==> config.mk <==
export PLATFORM = sky130hd
export DESIGN_NAME = uve_wb_arbiter
export DESIGN_NICKNAME = d
export VERILOG_FILES = /design/src/rtl/uve_wb_arbiter.sv
export SDC_FILE = /design/constraint.sdc
export NUM_CORES = 1
export LEC_CHECK = 0
export ABC_AREA = 1
export CORE_AREA = 2 2 262 264
export CTS_BUF_LIST = sky130_fd_sc_hd__clkbuf_8 sky130_fd_sc_hd__clkbuf_16
export CTS_CLUSTER_SIZE = 16
export DETAILED_ROUTE_END_ITERATION = 8
export DIE_AREA = 0 0 264 266
export PLACE_DENSITY_LB_ADDON = 0.05
export SYNTH_ARGS = -nofsm -noshare
export SYNTH_HDL_FRONTEND = slang
export SYNTH_SLANG_ARGS = --single-unit
==> constraint.sdc <==
create_clock -name clk_i -period 5.35 [get_ports clk_i]
set_input_delay 1.605 -clock clk_i [delete_from_list [all_inputs] [get_ports clk_i]]
set_output_delay 1.605 -clock clk_i [all_outputs]
set_load 0.03 [all_outputs]
==> src/rtl/uve_wb_arbiter.sv <==
// UVE writeback stage: round-robin arbitration of functional-unit results onto one registered
// register-file write port (vector or predicate), plus the busy-bitmap scoreboard for issue.
module uve_wb_arbiter #(
  parameter int NR_SRC          = 3,
  parameter int VEC_DATA_WIDTH  = 128,
  parameter int PRED_DATA_WIDTH = 64
) (
  input  logic                                 clk_i,
  input  logic                                 rst_ni,
  input  logic                                 flush_i,
  input  logic [NR_SRC-1:0]                    src_valid_i,
  output logic [NR_SRC-1:0]                    src_ready_o,
  input  logic [NR_SRC-1:0]                    src_is_pred_i,
  input  logic [NR_SRC-1:0][4:0]               src_addr_i,
  input  logic [NR_SRC-1:0][VEC_DATA_WIDTH-1:0] src_data_i,
  output logic                                 v_we_o,
  output logic [4:0]                           v_waddr_o,
  output logic [VEC_DATA_WIDTH-1:0]            v_wdata_o,
  output logic                                 p_we_o,
  output logic [3:0]                           p_waddr_o,
  output logic [PRED_DATA_WIDTH-1:0]           p_wdata_o,
  input  logic                                 iss_valid_i,
  input  logic                                 iss_is_pred_i,
  input  logic [4:0]                           iss_addr_i,
  output logic                                 iss_ready_o,
  output logic [31:0]                          v_busy_o,
  output logic [15:0]                          p_busy_o
);

  localparam int PTR_W = (NR_SRC > 1) ? $clog2(NR_SRC) : 1;

  logic [PTR_W-1:0] rr_ptr_q;
  logic             grant_valid;
  logic [PTR_W-1:0] grant_idx;

  // Scan from the round-robin pointer upward with wrap; the first valid source wins.
  always_comb begin
    int cand;
    logic [PTR_W-1:0] cand_idx;
    // NOTE: every combinational output gets a default first so no path leaves it unassigned
    // (which would infer a latch); blocking '=' is correct here, '<=' belongs in always_ff only.
    grant_valid = 1'b0;
    grant_idx   = '0;
    cand        = 0;
    cand_idx    = '0;
    for (int i = 0; i < NR_SRC; i++) begin
      cand = int'(rr_ptr_q) + i;
      if (cand >= NR_SRC) cand = cand - NR_SRC;
      cand_idx = PTR_W'(cand);
      if (!grant_valid && src_valid_i[cand_idx]) begin
        grant_valid = 1'b1;
        grant_idx   = cand_idx;
      end
    end
    if (flush_i) grant_valid = 1'b0;
  end

  assign src_ready_o = grant_valid ? (NR_SRC'(1) << grant_idx) : '0;

  logic                      g_pred;
  logic [4:0]                g_addr;
  logic [VEC_DATA_WIDTH-1:0] g_data;
  logic                      g_pred_live;

  assign g_pred      = src_is_pred_i[grant_idx];
  assign g_addr      = src_addr_i[grant_idx];
  assign g_data      = src_data_i[grant_idx];
  // A predicate result aimed at p0 is accepted but never written.
  assign g_pred_live = g_pred && (g_addr[3:0] != 4'd0);

  always_ff @(posedge clk_i or negedge rst_ni) begin
    if (!rst_ni) begin
      rr_ptr_q <= '0;
    end else if (grant_valid) begin
      rr_ptr_q <= (grant_idx == PTR_W'(NR_SRC - 1)) ? '0 : grant_idx + PTR_W'(1);
    end
  end

  // Address/data only move when their own port is written; otherwise they hold.
  always_ff @(posedge clk_i or negedge rst_ni) begin
    if (!rst_ni) begin
      v_we_o    <= 1'b0;
      v_waddr_o <= '0;
      v_wdata_o <= '0;
      p_we_o    <= 1'b0;
      p_waddr_o <= '0;
      p_wdata_o <= '0;
    end else begin
      v_we_o <= grant_valid && !g_pred;
      p_we_o <= grant_valid && g_pred_live;
      if (grant_valid && !g_pred) begin
        v_waddr_o <= g_addr;
        v_wdata_o <= g_data;
      end
      if (grant_valid && g_pred_live) begin
        p_waddr_o <= g_addr[3:0];
        p_wdata_o <= g_data[PRED_DATA_WIDTH-1:0];
      end
    end
  end

  logic [31:0] v_busy_q, v_busy_d;
  logic [15:0] p_busy_q, p_busy_d;
  logic        iss_p0;
  logic        iss_set;

  assign iss_p0      = iss_is_pred_i && (iss_addr_i[3:0] == 4'd0);
  assign iss_ready_o = iss_is_pred_i ? (iss_p0 || !p_busy_q[iss_addr_i[3:0]])
                                     : !v_busy_q[iss_addr_i];
  assign iss_set     = iss_valid_i && iss_ready_o && !iss_p0 && !flush_i;

  // Clear on the landing write first, then apply the issue so a same-cycle set wins.
  always_comb begin
    v_busy_d = v_busy_q;
    p_busy_d = p_busy_q;
    if (v_we_o) v_busy_d[v_waddr_o] = 1'b0;
    if (p_we_o) p_busy_d[p_waddr_o] = 1'b0;
    if (iss_set) begin
      if (iss_is_pred_i) p_busy_d[iss_addr_i[3:0]] = 1'b1;
      else               v_busy_d[iss_addr_i]      = 1'b1;
    end
    if (flush_i) begin
      v_busy_d = '0;
      p_busy_d = '0;
    end
  end

  always_ff @(posedge clk_i or negedge rst_ni) begin
    if (!rst_ni) begin
      v_busy_q <= '0;
      p_busy_q <= '0;
    end else begin
      v_busy_q <= v_busy_d;
      p_busy_q <= p_busy_d;
    end
  end

  assign v_busy_o = v_busy_q;
  assign p_busy_o = p_busy_q;

endmodule

==> impl_results.md <==
* Power, Total at 17.1 mW
* RSZ-0062 raised after global routing: no
* Tightest Pin Transition at roughly 0.83 ns
* Std-Cell Rows at 96
* CTS tree: yes
* Fmax at 0.194 GHz
* Startpoint Class: input pin
* Crit share post-route at 0.963
* Worst-path fanout max at 14
* Mapped Cells at between 1.5k and 2k
* DRT iter0 DRCs at 809
* Cell area after synthesis at 0.0135 sq mm
* Final Setup Violations at 0
* Crit-path cells: clkdlybuf4s50_1 > nand2_1 > inv_1 > a22oi_1 > a21oi_1 > or2_2 > o21ai_2 > and2_1 > buf_12
* First-pass GRT wire length at 107000 microns
* Syn Area/Cell at roughly 7.3 sq um
* Setup Buffers After CTS at 0
* H-tree Lvls at 2
* Maxcap violations at 0
* WP data required at between 3 and 4 ns
* Reg clk slew, reported paths at about 0.050 ns
* Seq/Total Area, Yosys at 0.468
* CP Capture Type: output pin
* Nets at 2871
* Via count at 15.3k
* Average wire per standard cell at between 20 and 25 microns
* Ys Warns at 0
* Maximum vdd ir drop at slightly below 0.6 mV
* Slowest Stage Delay on Critical Path at 0.46 ns
* Largest net degree at the start of global routing at roughly 130
* Yosys reg bits at between 200 and 300
* HP Class: reg2reg
* Worst-skew pair later-pin latency at around 0.53 ns
* Layout cells sized above 1 at 0.0473
* Root buf cell: clkbuf_16
* Area growth from synthesis to layout at 65.6%
* Fin. max-slew vios at 0
* Die Span X at roughly 260 microns
* Fill count at 7296
* Drt total wl at 73500 microns
* Initial Util at 0.200
* CTS max path bufs at 3
* Most common cell after layout, fill and taps aside: nand2_1
* Min Tclk post-route at 5.15 ns
* WS Path Type: in2out
* Die Ht at 266 microns
* Routed Antenna Nets at 0
* Global route overflow at 0
* Drt pass-1 iters at 5
* Total Neg Setup Slack at 0 ns
* Dpl hpwl at approximately 55000 microns
* Initial antenna violation count at 6
* Data arrival, critical path at 3.55 ns
* P_leak at roughly 10 nW
* Core Area at between 0.06 and 0.07 sq mm
* IO buf count at 669
* Yosys cell types at 29
* Global placer's final weighted congestion at 0.834
* Final Hold Violating Endpoints at 0
* Residual DRC at 0
* CTS buffer count at 36
* Syn Nets at about 2.3k
* Die area at approximately 0.070 sq mm
* I/O pins at between 600 and 700
* Slew margin rel. at 0.447
* Slowest stage cell, crit path: clkdlybuf4s50_1
* Power per cell area at roughly 760 mW/mm^2
* Clock skew at 0.0134 ns
* Sink Count at approximately 250
* Status: complete, no violations
* GR Util All Layers at 0.204
* Vias in the first global route at 15.7k
* Commonest cells after routing, fill and taps aside: 781 x nand2_1, 664 x clkdlybuf4s50_1, 293 x nand3_1
* Vias per cell at between 4 and 5
## flip-flops by register name, indices dropped and copies added, names as in the netlist
signal     flops
v_wdata_o    128
p_busy_o      16
v_waddr_o      5
v_we_o         1
v_busy_o      32
rr_ptr_q       2
p_waddr_o      4
p_we_o         1
p_wdata_o     64
## layer usage
| layer | vias to the layer above | track usage | part of all wire |
|---|---|---|---|
| met5 | - | 0 | 0.00094 |
| met1 | 7359 | 0.238 | 0.39 |
| met3 | 98 | 0.0579 | 0.072 |
| met4 | 10 | 0.0600 | 0.027 |
| li1 | 7356 | - | - |
| met2 | 516 | 0.361 | 0.51 |
## Yosys cell counts
library cell  count  area, sq um
nand2_1         784         2940
nand3_1         293         1470
dfrtp_1         253         6330
a22oi_1          94          706
nor2_1           60          225
o21ai_0          55          275
clkbuf_1         52          195
a21oi_1          51          255
nand4_1          51          319
buf_2            44          220
inv_1            35          131
buf_4            20          150
buf_1            16         60.1
inv_2             5         18.8
ha_1              4         50.1
o31ai_1           4         30.0
nand2_2           3         18.8
or2_2             3         18.8
clkinv_1          2         7.51
nand3_2           2         20.0
nor2_2            2         12.5
o211ai_1          2         15.0
o21ai_1           2         10.0
a22o_1            1         8.76
and2_1            1         6.26
nor2_4            1         11.3
nor3_1            1         5.00
o31a_1            1         8.76
or2_1             1         6.26
## critical path: cells and delay by family
kind                   cells  cell delay (ns)
AOI/OAI and AO/OA          3             0.49
buffers and inverters      3             0.83
and+or+nand+nor            3             0.62
## worst paths after layout
path	from	to	slack (ns)	cells past startpoint
min in group asynchronous	rst_ni	v_busy_o[10]$_DFF_PN0_	1.07	1
min reg2reg	p_wdata_o[55]$_DFFE_PN0P_	p_wdata_o[55]$_DFFE_PN0P_	0.47	2
min	p_wdata_o[55]$_DFFE_PN0P_	p_wdata_o[55]$_DFFE_PN0P_	0.47	2
max in group asynchronous	rst_ni	v_wdata_o[71]$_DFFE_PN0P_	3.21	2
max reg2reg	rr_ptr_q[0]$_DFFE_PN0P_	v_wdata_o[126]$_DFFE_PN0P_	1.72	16
max	iss_addr_i[1]	iss_ready_o	0.20	9
## kinds of logic (layout without fill, tap and decap cells)
group / Yosys count / in the layout / synth area share
flops: 253 / 253 / 0.468
other cells: 0 / 2 / 0
compound gates: 210 / 210 / 0.0968
buf+inv: 174 / 807 / 0.0579
simple gates: 1202 / 1202 / 0.374
fa+ha+maj: 4 / 4 / 0.00370
## through the flow
step	instances	hold slack (ns)	util	worst slack (ns)	area, sq um
floorplan	1843	0.580	-	0.384	13500
global placement	3296	0.453	0.312	0.139	21100
detailed placement	3296	0.457	0.312	0.104	21100
CTS	3358	0.471	0.331	0.102	22400
global route	3359	0.481	0.331	0.00349	22400
finish	3360	0.467	0.331	0.200	22400
## final cells by class
cell class	instances	area, sq um	area share
Tap cell	882	1100	0.0493
Clock inverter	17	240	0.0107
Inverter	42	165	0.00737
Antenna cell	2	5.00	0.000223
Timing Repair Buffer	703	7060	0.315
Clock buffer	45	1040	0.0462
Multi-Input combinational cell	1416	6450	0.288
Sequential cell	253	6330	0.283
## power by group
| part | internal [mW] | switching (mW) | total [mW] |
|---|---|---|---|
| combinational | 3.55 | 7.83 | 11.4 |
| clock | 1.65 | 0.937 | 2.59 |
| sequential | 2.71 | 0.442 | 3.15 |
## timing repair
item                                    4_1_cts  5_1_grt
endpoints found under the setup margin        0        1
hold buffers                                  0        0
gates resized for setup                       0        1
endpoints found under the hold margin         0        0
Power figures use the tool's default switching activity.
